<file path="src/rtl/mem_bus_pkg.sv">
// +----------------------------------------------------------------------------+
// | mem_bus_pkg                                                                |
// | Shared constants and encodings for the memory-bus address demultiplexer.   |
// | Revision: 1.0                                                              |
// +----------------------------------------------------------------------------+
`default_nettype none

package mem_bus_pkg;

    localparam logic [31:0] ERR_RDATA = 32'hDEAD_BEEF;

    typedef enum logic [1:0] {
        ERR_NONE     = 2'd0,
        ERR_UNMAPPED = 2'd1,
        ERR_TIMEOUT  = 2'd2
    } err_code_e;

    typedef enum logic [1:0] {
        ST_IDLE = 2'd0,
        ST_BUSY = 2'd1,
        ST_ERR  = 2'd2
    } state_e;

endpackage

`default_nettype wire

</file>
<file path="src/rtl/mem_addr_match.sv">
// +----------------------------------------------------------------------------+
// | mem_addr_match                                                             |
// | Masked base-address comparator: hit when all masked address bits match.    |
// | Revision: 1.0                                                              |
// +----------------------------------------------------------------------------+
`default_nettype none

module mem_addr_match (
    input  logic [31:0] base,
    input  logic [31:0] mask,
    input  logic [31:0] addr,
    output logic        hit
);

    assign hit = (((addr ^ base) & mask) == 32'd0);

endmodule

`default_nettype wire

</file>
<file path="src/rtl/mem_addr_demux.sv">
// +----------------------------------------------------------------------------+
// | mem_addr_demux                                                             |
// | Routes one upstream memory request to the lowest-index matching slave,     |
// | terminating unmapped or timed-out requests with an error response.         |
// | Revision: 1.0                                                              |
// +----------------------------------------------------------------------------+
`default_nettype none

module mem_addr_demux
    import mem_bus_pkg::*;
#(
    parameter int unsigned                N_SLAVES   = 4,
    parameter logic [N_SLAVES*32-1:0]     BASE_ADDRS = '0,
    parameter logic [N_SLAVES*32-1:0]     ADDR_MASKS = '0,
    parameter int unsigned                TIMEOUT    = 256
) (
    input  logic                     clk,
    input  logic                     resetn,
    input  logic                     s_mem_valid,
    output logic                     s_mem_ready,
    input  logic [31:0]              s_mem_addr,
    input  logic [31:0]              s_mem_wdata,
    input  logic [3:0]               s_mem_wstrb,
    output logic [31:0]              s_mem_rdata,
    output logic [N_SLAVES-1:0]      m_mem_valid,
    input  logic [N_SLAVES-1:0]      m_mem_ready,
    output logic [31:0]              m_mem_addr,
    output logic [31:0]              m_mem_wdata,
    output logic [3:0]               m_mem_wstrb,
    input  logic [N_SLAVES*32-1:0]   m_mem_rdata,
    output logic                     err_pulse,
    output logic [1:0]               err_code,
    output logic [31:0]              err_addr
);

    localparam logic [15:0] c_cnt_last = 16'(TIMEOUT - 1);

    state_e                r_state;
    logic [N_SLAVES-1:0]   r_sel;
    logic [15:0]           r_cnt;
    logic [31:0]           r_req_addr;
    logic                  r_err_pulse;
    err_code_e             r_err_code;
    logic [31:0]           r_err_addr;

    logic [N_SLAVES-1:0]   w_hit;
    logic [N_SLAVES-1:0]   w_first;
    logic                  w_found;
    logic                  w_sel_ready;
    logic [31:0]           w_sel_rdata;

    generate
        for (genvar k = 0; k < N_SLAVES; k++) begin : g_match
            mem_addr_match u_match (
                .base (BASE_ADDRS[32*k +: 32]),
                .mask (ADDR_MASKS[32*k +: 32]),
                .addr (s_mem_addr),
                .hit  (w_hit[k])
            );
        end
    endgenerate

    // Lowest index wins when several windows overlap.
    always_comb begin
        w_first = '0;
        w_found = 1'b0;
        for (int k = 0; k < N_SLAVES; k++) begin
            if (w_hit[k] && !w_found) begin
                w_first[k] = 1'b1;
                w_found    = 1'b1;
            end
        end
    end

    always_comb begin
        w_sel_rdata = '0;
        for (int k = 0; k < N_SLAVES; k++) begin
            if (r_sel[k]) begin
                w_sel_rdata = w_sel_rdata | m_mem_rdata[32*k +: 32];
            end
        end
    end

    assign w_sel_ready = |(r_sel & m_mem_ready);

    // Handshake outputs are also gated by resetn so an aborted transfer never completes.
    always_comb begin
        m_mem_valid = '0;
        s_mem_ready = 1'b0;
        s_mem_rdata = '0;
        case (r_state)
            ST_BUSY: begin
                m_mem_valid = resetn ? (r_sel & {N_SLAVES{s_mem_valid}}) : '0;
                s_mem_ready = resetn & w_sel_ready;
                s_mem_rdata = w_sel_rdata;
            end
            ST_ERR: begin
                s_mem_ready = resetn;
                s_mem_rdata = ERR_RDATA;
            end
            default: ;
        endcase
    end

    assign m_mem_addr  = s_mem_addr;
    assign m_mem_wdata = s_mem_wdata;
    assign m_mem_wstrb = s_mem_wstrb;
    assign err_pulse   = r_err_pulse;
    assign err_code    = r_err_code;
    assign err_addr    = r_err_addr;

    always_ff @(posedge clk) begin
        if (!resetn) begin
            r_state     <= ST_IDLE;
            r_sel       <= '0;
            r_cnt       <= '0;
            r_req_addr  <= '0;
            r_err_pulse <= 1'b0;
            r_err_code  <= ERR_NONE;
            r_err_addr  <= '0;
        end else begin
            r_err_pulse <= 1'b0;
            case (r_state)
                ST_IDLE: begin
                    if (s_mem_valid) begin
                        r_req_addr <= s_mem_addr;
                        if (w_found) begin
                            r_sel   <= w_first;
                            r_cnt   <= '0;
                            r_state <= ST_BUSY;
                        end else begin
                            r_sel       <= '0;
                            r_state     <= ST_ERR;
                            r_err_pulse <= 1'b1;
                            r_err_code  <= ERR_UNMAPPED;
                            r_err_addr  <= s_mem_addr;
                        end
                    end
                end
                ST_BUSY: begin
                    // Ready is checked before the terminal count so it wins a tie.
                    if (!s_mem_valid || w_sel_ready) begin
                        r_sel   <= '0;
                        r_state <= ST_IDLE;
                    end else if (r_cnt == c_cnt_last) begin
                        r_sel       <= '0;
                        r_state     <= ST_ERR;
                        r_err_pulse <= 1'b1;
                        r_err_code  <= ERR_TIMEOUT;
                        r_err_addr  <= r_req_addr;
                    end else begin
                        r_cnt <= r_cnt + 16'd1;
                    end
                end
                ST_ERR: begin
                    r_state <= ST_IDLE;
                end
                default: begin
                    r_sel   <= '0;
                    r_state <= ST_IDLE;
                end
            endcase
        end
    end

endmodule

`default_nettype wire

</file>
<file path="config.mk">
export PLATFORM = sky130hd
export DESIGN_NAME = mem_addr_demux
export DESIGN_NICKNAME = d
export VERILOG_FILES = /design/src/rtl/mem_bus_pkg.sv /design/src/rtl/mem_addr_match.sv /design/src/rtl/mem_addr_demux.sv
export SDC_FILE = /design/constraint.sdc
export NUM_CORES = 1
export LEC_CHECK = 0
export BUFFER_PORTS_ARGS = -buffer_cell sky130_fd_sc_hd__buf_2
export CORE_AREA = 2 2 134 136
export DETAILED_ROUTE_END_ITERATION = 12
export DIE_AREA = 0 0 136 138
export GPL_TIMING_DRIVEN = 0
export PLACE_DENSITY = 0.59
export SLEW_MARGIN = 20
export SYNTH_ARGS = -nofsm -noshare
export SYNTH_HDL_FRONTEND = slang
export SYNTH_SLANG_ARGS = --single-unit
</file>
<file path="constraint.sdc">
create_clock -name clk -period 2.45 [get_ports clk]
set_clock_uncertainty 0.15 [all_clocks]
set_input_delay 0.1225 -clock clk [delete_from_list [all_inputs] [get_ports clk]]
set_output_delay 0.1225 -clock clk [all_outputs]
set_load 0.01 [all_outputs]
</file>
Yosys cells after proc, flatten, opt, wreduce, memory -nomap -nowiden
Cells that the tools add are included.

Equality and inequality tests: 7. Reductions and logical operators: 11. Add/subtract/negate cells: 1. Bitwise gates (word level): 10. Mux-type cells: 21.

Operators by type and width (number): two-way mux 32 bit (4); bitwise OR 32 bit (3); one-hot mux 32 bit (2 select lines) (1); two-way mux 16 bit (3); one-hot mux 16 bit (2 select lines) (1); two-way mux 4 bit (5); adder 16 x 1 -> 16 bit (second input constant) (1); equality test 16 x 8 -> 1 bit (second input constant) (1); one-hot mux 4 bit (3 select lines) (1); AND 4 bit (2); two-way mux 2 bit (3); != test 2 bit (second input constant) (3); AND reduction 3 bit (2); NOT 1 bit (4); one-hot mux 2 bit (2 select lines) (1); AND reduction 2 bit (2); AND reduction 4 bit (1); OR reduction 4 bit (1); != test 3 bit (second input constant) (1); OR reduction 3 bit (1); equality test 2 x 1 -> 1 bit (second input constant) (1); equality test 2 bit (second input constant) (1); logical NOT 2 bit (1); one-hot mux 1 bit (2 select lines) (1); 5 further kinds (5).

Register bits after elaboration: 88. Output and inout port bits: 140. Bits of input ports: 203. Logic and storage cells: 57.

Longest topological paths before layout
Gate-level depths: netlist of the first run.

Depth in word-level cells: 8. Mapped depth: 7. Depth with buffers taken out: 6.

Hierarchy
A second synthesis of the first run with hierarchy kept.

Cells, all modules: 861. Area, all modules: 7015.5 µm².

By module, submodules not included: mem_addr_demux (area each 5263.8 µm², cells each 649, instances 1, seq. area each 1781.7 µm²); mem_addr_match (area each 437.9 µm², cells each 53, instances 4, seq. area each 0.0 µm²).

Worst setup path before layout of the first run
No wires, ideal clock.

Path type: register to register. From: reg r_cnt[0]. To: reg r_err_addr[10] (netlist: err_addr[10]). Setup slack: 0.554 ns. Buffers on the path: 2. Cell stages (with the launch flop): 8. Data arrival time: 1.675 ns. Setup time: 0.072 ns. Clock period less this slack: 1.896 ns. Required time: 2.228 ns. Path through: dfxtp_1 -> ha_1 -> and3_1 -> buf_6 -> nand3_4 -> nor3_4 -> buf_8 -> mux2i_1.

Word-level cells in the longest chain between the ends: 2.

RTL lines: start: declaration (line mem_addr_demux.sv:40) `logic [15:0] r_cnt;`; start signal: assignment (line mem_addr_demux.sv:152) `r_cnt <= r_cnt + 16'd1;`; equality test 16 x 8 -> 1 bit (line mem_addr_demux.sv:145) `end else if (r_cnt == c_cnt_last) begin`; AND reduction 3 bit (no source line); end signal: assignment (line mem_addr_demux.sv:136) `r_err_addr <= s_mem_addr;`; end signal: assignment (line mem_addr_demux.sv:150) `r_err_addr <= r_req_addr;`; end: declaration (line mem_addr_demux.sv:44) `logic [31:0] r_err_addr;`.

Every way passes these cells. A chain may end at the register's enable or synchronous reset.

Worst setup path in the final report of the first run
From: reg r_state[1]. To: out s_mem_rdata[20].

Word-level cells in the longest chain between the ends: 2. Elaborated cells between the ends (all ways): 3. Those cells by class: eq/ne: 2; mux: 1.

RTL lines: start: declaration (line mem_addr_demux.sv:38) `state_e r_state;`; start signal: assignment (line mem_addr_demux.sv:114) `r_state <= ST_IDLE;`; start signal: assignment (line mem_addr_demux.sv:130) `r_state <= ST_BUSY;`; start signal: assignment (line mem_addr_demux.sv:133) `r_state <= ST_ERR;`; equality test 2 bit / equality test 2 x 1 -> 1 bit (equally long branches) (line mem_addr_demux.sv:91) `case (r_state)`; one-hot mux 32 bit (2 select lines) (*) (line mem_addr_demux.sv:91); end: declaration (line mem_addr_demux.sv:24) `output logic [31:0] s_mem_rdata,`.

Mark *: on every way between the ends. The rest lies on a longest branch, timed or not.

==> results of run 1 <==
logic make-up after synthesis:
kind of cell               synth area share, %
other                                   0.0823
AOI/OAI and AO/OA                         14.1
muxes                                     8.63
adders and majority gates                 1.37
DFF                                       37.4
buffers and inverters                     17.3
and+or+nand+nor                           21.2
cell type report:
class | count | area (µm²)
Buffer | 106 | 757
Inverter | 9 | 33.8
Clock inverter | 5 | 42.5
Fill cell | 1890 | 11000
Clock buffer | 11 | 253
Tap cell | 229 | 287
Sequential cell | 85 | 1700
Timing Repair Buffer | 236 | 1350
Multi-Input combinational cell | 355 | 2080
routing by layer:
layer | part of all wire (%) | vias to the layer above | GRT usage, % | wire length [µm]
met5 | 0 | - | 0 | 0
met1 | 45 | 2024 | 17.9 | 6030
li1 | - | 2278 | - | -
met2 | 48 | 131 | 23.2 | 6420
met4 | 1.0 | 0 | 4.17 | 136
met3 | 5.5 | 12 | 2.86 | 733
worst reg2reg max path, stage by stage, from the launching register on:
cell and delay [ns]:
dfxtp_1 0.32, inv_1 0.12, ha_1 0.23, and2_1 0.14
clkbuf_1 0.28, and2_1 0.23, o21ai_0 0.27, o41ai_1 0.38
cells in the mapped netlist, drive strengths merged, types with 2 or more instances:
cell    count
a21o       24
nor2        4
a21oi      44
o21ai       6
mux2        2
and3        3
and4        3
and2       13
nand2     146
mux2i      37
nor3        4
inv         9
nor4        6
nand4       5
o21a        4
a211oi      5
buf        81
nand3      13
ha          5
dfxtp      85
nand2b      4
clkbuf     25
o41ai       3
state kept, by name (all words and copies together), names as in the netlist:
register,cells
r_state,2
r_req_addr,32
r_sel,1
err_pulse,1
err_addr,32
err_code,1
r_cnt,16
where the power goes:
part	internal (mW)	switching, mW
Sequential	1.44	0.0337
Combinational	0.295	0.334
Clock	0.754	0.585
repair_timing:
action / in CTS / in global routing
hold buffers: 33 / 0
endpoints found under the hold margin: 33 / 0
setup endpoints to repair: 0 / 22
gates resized for setup: 0 / 8
final timing paths:
kind	startpoint	end	slack (ns)	cells past startpoint
worst min-delay path	resetn	r_sel[0]	0.12	4
worst max register to register	r_state[1]	r_cnt[10]	0.23	7
worst max-delay path	r_state[1]	s_mem_rdata[20]	0.16	7
worst min register to register	err_addr[6]	err_addr[6]	0.30	2
==> metrics.md, run 1 <==
| Metric | Value |
|---|---|
| Yosys top cell area share | `37.4%` |
| First-pass GRT wire length | `20.8 mm` |
| Final total power | `3.44 mW` |
| Top_reg_cell synth | `dfxtp_1` |
| Synth Register Bits | `85` |
| WHS | `0.121 ns` |
| Required time worst endpoint | `2.18 ns` |
| Worst IR Drop VDD | `0.272 mV` |
| CTS tree | `done` |
| Startpoint types | `flop` |
| Fmax | `437 MHz` |
| Vias | `4445` |
| Sequential fraction of the synthesis area | `37.4%` |
| Die height | `138 µm` |
| Placed inst area | `5870 µm²` |
| Top cells by area, synth | `dfxtp_1, buf_4, nand2_1` |
| Port Buffers | `203` |
| Hold Violations, Final | `0` |
| Synth area leader | `dfxtp_1` |
| WL per Instance | `12.9 µm` |
| Max Root-Sink Buffers | `2` |
| Antenna violations before repair | `0` |
| Clock slew at reported path FFs | `0.06 ns` |
| DRT Wirelength | `13.3 mm` |
| Gr usage total | `13.9%` |
| CP max stage cell | `dfxtp_1` |
| Site row count | `49` |
| CTS root buf | `clkbuf_16` |
| Share of synthesized registers carrying an async set or reset | `0%` |
| Crit-path max FO | `10` |
| Pwr Density | `529 nW/µm²` |
| Leakage | `3.13 nW` |
| Crit share post-route | `93.4%` |
| Share of cells above drive strength 1 | `39.3%` |
| H-Tree Depth | `3` |
| Setup crit end kind | `output pin` |
| Largest stage delay on the critical path | `0.32 ns` |
| Number of setup buffers added after CTS | `0` |
| Syn_area_per_cell | `8.25 µm²` |
| Layout area overhead | `42.7%` |
| Synthesis warning total | `0` |
| Grt total ovfl | `0` |
| Largest net degree at the start of global routing | `16` |
| Min Tclk post-route | `2.29 ns` |
| GPL Wtd Cong | `0.818` |
| Max Cap Violations | `0` |
| Crit-path cells | `inv_1 > ha_1 > buf_6 > and3_1 > buf_1 > and2_1 > buf_2` |
| Count of different cell masters after synthesis | `54` |
| Clock Latency Late Sink | `0.34 ns` |
| Final Setup Violations | `0` |
| Antenna diodes | `0` |
| Non-Filler Instances | `1036` |
| Worst relative slew slack | `54.2%` |
| Placeable Area | `17500 µm²` |
| Die width | `136 µm` |
| TritonCTS Sinks | `85` |
| Worst Path Class, Setup | `reg2out` |
| Mean number of vias per cell | `4.29` |
| Antenna Violating Nets Remaining | `0` |
| Unrepaired setup endpoints after global routing | `false` |
| DR pass1 iterations | `4` |
| Die area | `18800 µm²` |
| Crit-path leading delay family | `buffers and inverters` |
| Final Util | `37.1%` |
| Most frequent cells in the layout | `buf_2, nand2_1, dfxtp_1` |
| Num CTS Buffers | `9` |
| Final instance area | `6500 µm²` |
| Arr. time, crit path | `2.02 ns` |
| Placed insts | `987` |
| Final Slew Violations | `0` |
| DR iter-0 viols | `139` |
| Most common cell after layout, fill and taps aside | `buf_2` |
| Final setup margin | `0.162 ns` |
| Vias in the first global route | `4116` |
| Number of flops mapped to enable cells by yosys | `0` |
| Netlist area before placement | `4550 µm²` |
| Status | `complete, no violations` |
| Boundary Pins | `343` |
| # nets final | `1010` |
| Initial Utilization | `26.0%` |
| Remaining routing DRC violations | `0` |
| Setup_tns | `0 ns` |
| HPWL after detailed placement | `9.89 mm` |
| Worst Path Buf+Inv | `4` |
| Dpl ws | `0.248 ns` |
| HP Class | `in2reg` |
| Synth Instances | `552` |
| Actual slew at the worst max-slew pin | `0.680 ns` |
(Power assumes the default switching activity.)
==> inputs of run 2 (changes only) <==
--- a/config.mk
+++ b/config.mk
@@ -7,6 +7,7 @@
 export LEC_CHECK = 0
 export BUFFER_PORTS_ARGS = -buffer_cell sky130_fd_sc_hd__buf_2
 export CORE_AREA = 2 2 134 136
+export CTS_BUF_LIST = sky130_fd_sc_hd__clkbuf_8
 export DETAILED_ROUTE_END_ITERATION = 12
 export DIE_AREA = 0 0 136 138
 export GPL_TIMING_DRIVEN = 0
==> run 2 against run 1 <==
  * Combinational power hardly changed
  * Routed wire length is 0.20% higher
  * Hold slack worse by 0.022 ns
  * Total power decreased by 11%
  * Flip-flop and latch count unchanged
  * Sequential share of layout area is 0.41 points higher
  * Non-clock buffer count did not move
  * Clock power decreased by 27%
  * Sequential power is essentially flat
  * Maximum frequency decreased by 1.2%
  * Critical path depth stayed put
  * Critical path type unchanged
  * Largest power group unchanged
  * Highest routed layer unchanged
==> metrics.md, run 2 (synthesized netlist as in run 1, its figures left out) <==
| Metric | Value |
|---|---|
| Die width | `136 µm (unchanged)` |
| Fmax | `432 MHz (-1.2%)` |
| CTS root buf | `clkbuf_8` |
| Most frequent cells in the layout | `buf_2, nand2_1, dfxtp_1` |
| Antenna Violating Nets Remaining | `0 (unchanged)` |
| Final Setup Violations | `0 (unchanged)` |
| Met3 usage | `3.08% (+0.22 points)` |
| First-pass GRT wire length | `20.8 mm (-0.43%)` |
| Initial Utilization | `26.0% (unchanged)` |
| Die area | `18800 µm² (unchanged)` |
| Dpl ws | `0.248 ns (unchanged)` |
| CP max stage cell | `dfxtp_1` |
| Actual slew at the worst max-slew pin | `0.715 ns (+0.0354 ns)` |
| Die height | `138 µm (unchanged)` |
| Crit-path cells | `inv_1 > ha_1 > buf_6 > and3_1 > buf_1 > and2_1 > buf_2` |
| Max Cap Violations | `0 (unchanged)` |
| Final Slew Violations | `0 (unchanged)` |
| CTS tree | `done` |
| Largest net degree at the start of global routing | `16 (unchanged)` |
| Mean number of vias per cell | `4.27 (-0.45%)` |
| Clock slew at reported path FFs | `0.09 ns (+0.03 ns)` |
| Crit share post-route | `94.5% (+1.1 points)` |
| Site row count | `49 (unchanged)` |
| TritonCTS Sinks | `85 (unchanged)` |
| Placeable Area | `17500 µm² (unchanged)` |
| Number of setup buffers added after CTS | `0 (unchanged)` |
| Startpoint types | `flop` |
| WL per Instance | `12.9 µm (+0.20%)` |
| Grt total ovfl | `0 (unchanged)` |
| Gr usage total | `13.8% (-0.045 points)` |
| Unrepaired setup endpoints after global routing | `false` |
| Clock Latency Late Sink | `0.36 ns (+0.02 ns)` |
| Vias in the first global route | `4109 (-0.17%)` |
| Final total power | `3.07 mW (-11%)` |
| Met2 GRT Util | `23.2% (-0.079 points)` |
| GRT busiest layer | `met2` |
| WHS | `0.0987 ns (-0.0224 ns)` |
| Worst IR Drop VDD | `0.287 mV (+5.7%)` |
| DR iter-0 viols | `143 (+2.9%)` |
| Min Tclk post-route | `2.32 ns (+0.0277 ns)` |
| HPWL after detailed placement | `9.89 mm (unchanged)` |
| Share of cells above drive strength 1 | `39.3% (unchanged)` |
| # fillers | `1899 (+0.48%)` |
| Layout area overhead | `40.5%` |
| Arr. time, crit path | `2.04 ns (+0.02 ns)` |
| GPL Wtd Cong | `0.818 (unchanged)` |
| Antenna violations before repair | `0 (unchanged)` |
| Final setup margin | `0.134 ns (-0.0277 ns)` |
| # nets final | `1010 (unchanged)` |
| Remaining routing DRC violations | `0 (unchanged)` |
| Port Buffers | `203 (unchanged)` |
| Largest stage delay on the critical path | `0.33 ns (about the same)` |
| Num CTS Buffers | `9 (unchanged)` |
| Status | `complete, no violations` |
| Setup crit end kind | `output pin` |
| Vias | `4425 (-0.45%)` |
| H-Tree Depth | `3 (unchanged)` |
| Crit-path max FO | `10 (unchanged)` |
| Required time worst endpoint | `2.18 ns (about the same)` |
| Worst Path Class, Setup | `reg2out` |
| Hold Violations, Final | `0 (unchanged)` |
| Worst relative slew slack | `51.8% (-2.4 points)` |
| DRT Wirelength | `13.3 mm (+0.20%)` |
| Boundary Pins | `343 (unchanged)` |
| DR pass1 iterations | `4 (unchanged)` |
| Leakage | `3.08 nW (-1.5%)` |
| Setup_tns | `0 ns (unchanged)` |
| Most common cell after layout, fill and taps aside | `buf_2` |
| HP Class | `in2reg` |
| Pwr Density | `480 nW/µm² (-9.2%)` |
| Antenna diodes | `0 (unchanged)` |
| Max Root-Sink Buffers | `2 (unchanged)` |
| Register area | `1700 µm² (unchanged)` |
| Multi-input logic area | `2080 µm² (unchanged)` |
| Met1 Use GR | `17.8% (-0.064 points)` |
run 2: cell counts in the layout (fill, tap and decap cells not counted):
Identical to the previous run, type by type.
run 2: where the power goes:
group | internal [mW] | switching (mW) | leakage [nW]
Sequential | 1.44 | 0.0336 | 0.690
Combinational | 0.295 | 0.335 | 2.30
Clock | 0.435 | 0.538 | 0.0965
Total | 2.17 | 0.907 | 3.08
run 2: final timing paths:
kind	slack [ns]	end	cells after the start	start
worst max-delay path	0.13	s_mem_rdata[20]	7	r_state[1]
worst min-delay path	0.1	r_sel[0]	4	resetn
worst max register to register	0.23	r_cnt[10]	7	r_state[1]
worst min register to register	0.31	err_addr[1]	2	err_addr[1]
run 2: area by class of cell:
type / count / area share, %
timing repair buffer: 236 / 21.0
tap: 229 / 4.48
clock inverter: 5 / 0.665
sequential: 85 / 26.6
buffer: 106 / 11.8
inverter: 9 / 0.528
multi-input combinational: 355 / 32.5
clock buffer: 11 / 2.37
run 2: per-stage QoR:
step           instance area [µm²]  util (%)  std cells
6_report                      6400      36.5       1036
5_1_grt                       6400      36.5       1036
4_1_cts                       6390      36.5       1036
3_5_place_dp                  5870      33.5        987
3_3_place_gp                  5870      33.5        987
2_1_floorplan                 4570         -        555
run 2: what timing repair did:
item,4_1_cts,5_1_grt
hold endpoints to repair,33,0
gates resized for setup,0,8
endpoints found under the setup margin,0,23
hold buffers,33,0
run 2: metal layers:
| metal | up-vias | part of all wire, % |
|---|---|---|
| li1 | 2278 | - |
| met1 | 2017 | 45 |
| met2 | 123 | 49 |
| met3 | 7 | 5.5 |
| met4 | 0 | 0.58 |
| met5 | - | 0 |
run 2: worst max-delay path: cells and delay by family (launching register included):
kind,cells,cell delay [ns]
simple gates,2,0.42
fa+ha+maj,1,0.23
flops,1,0.33
buf+inv,4,0.70
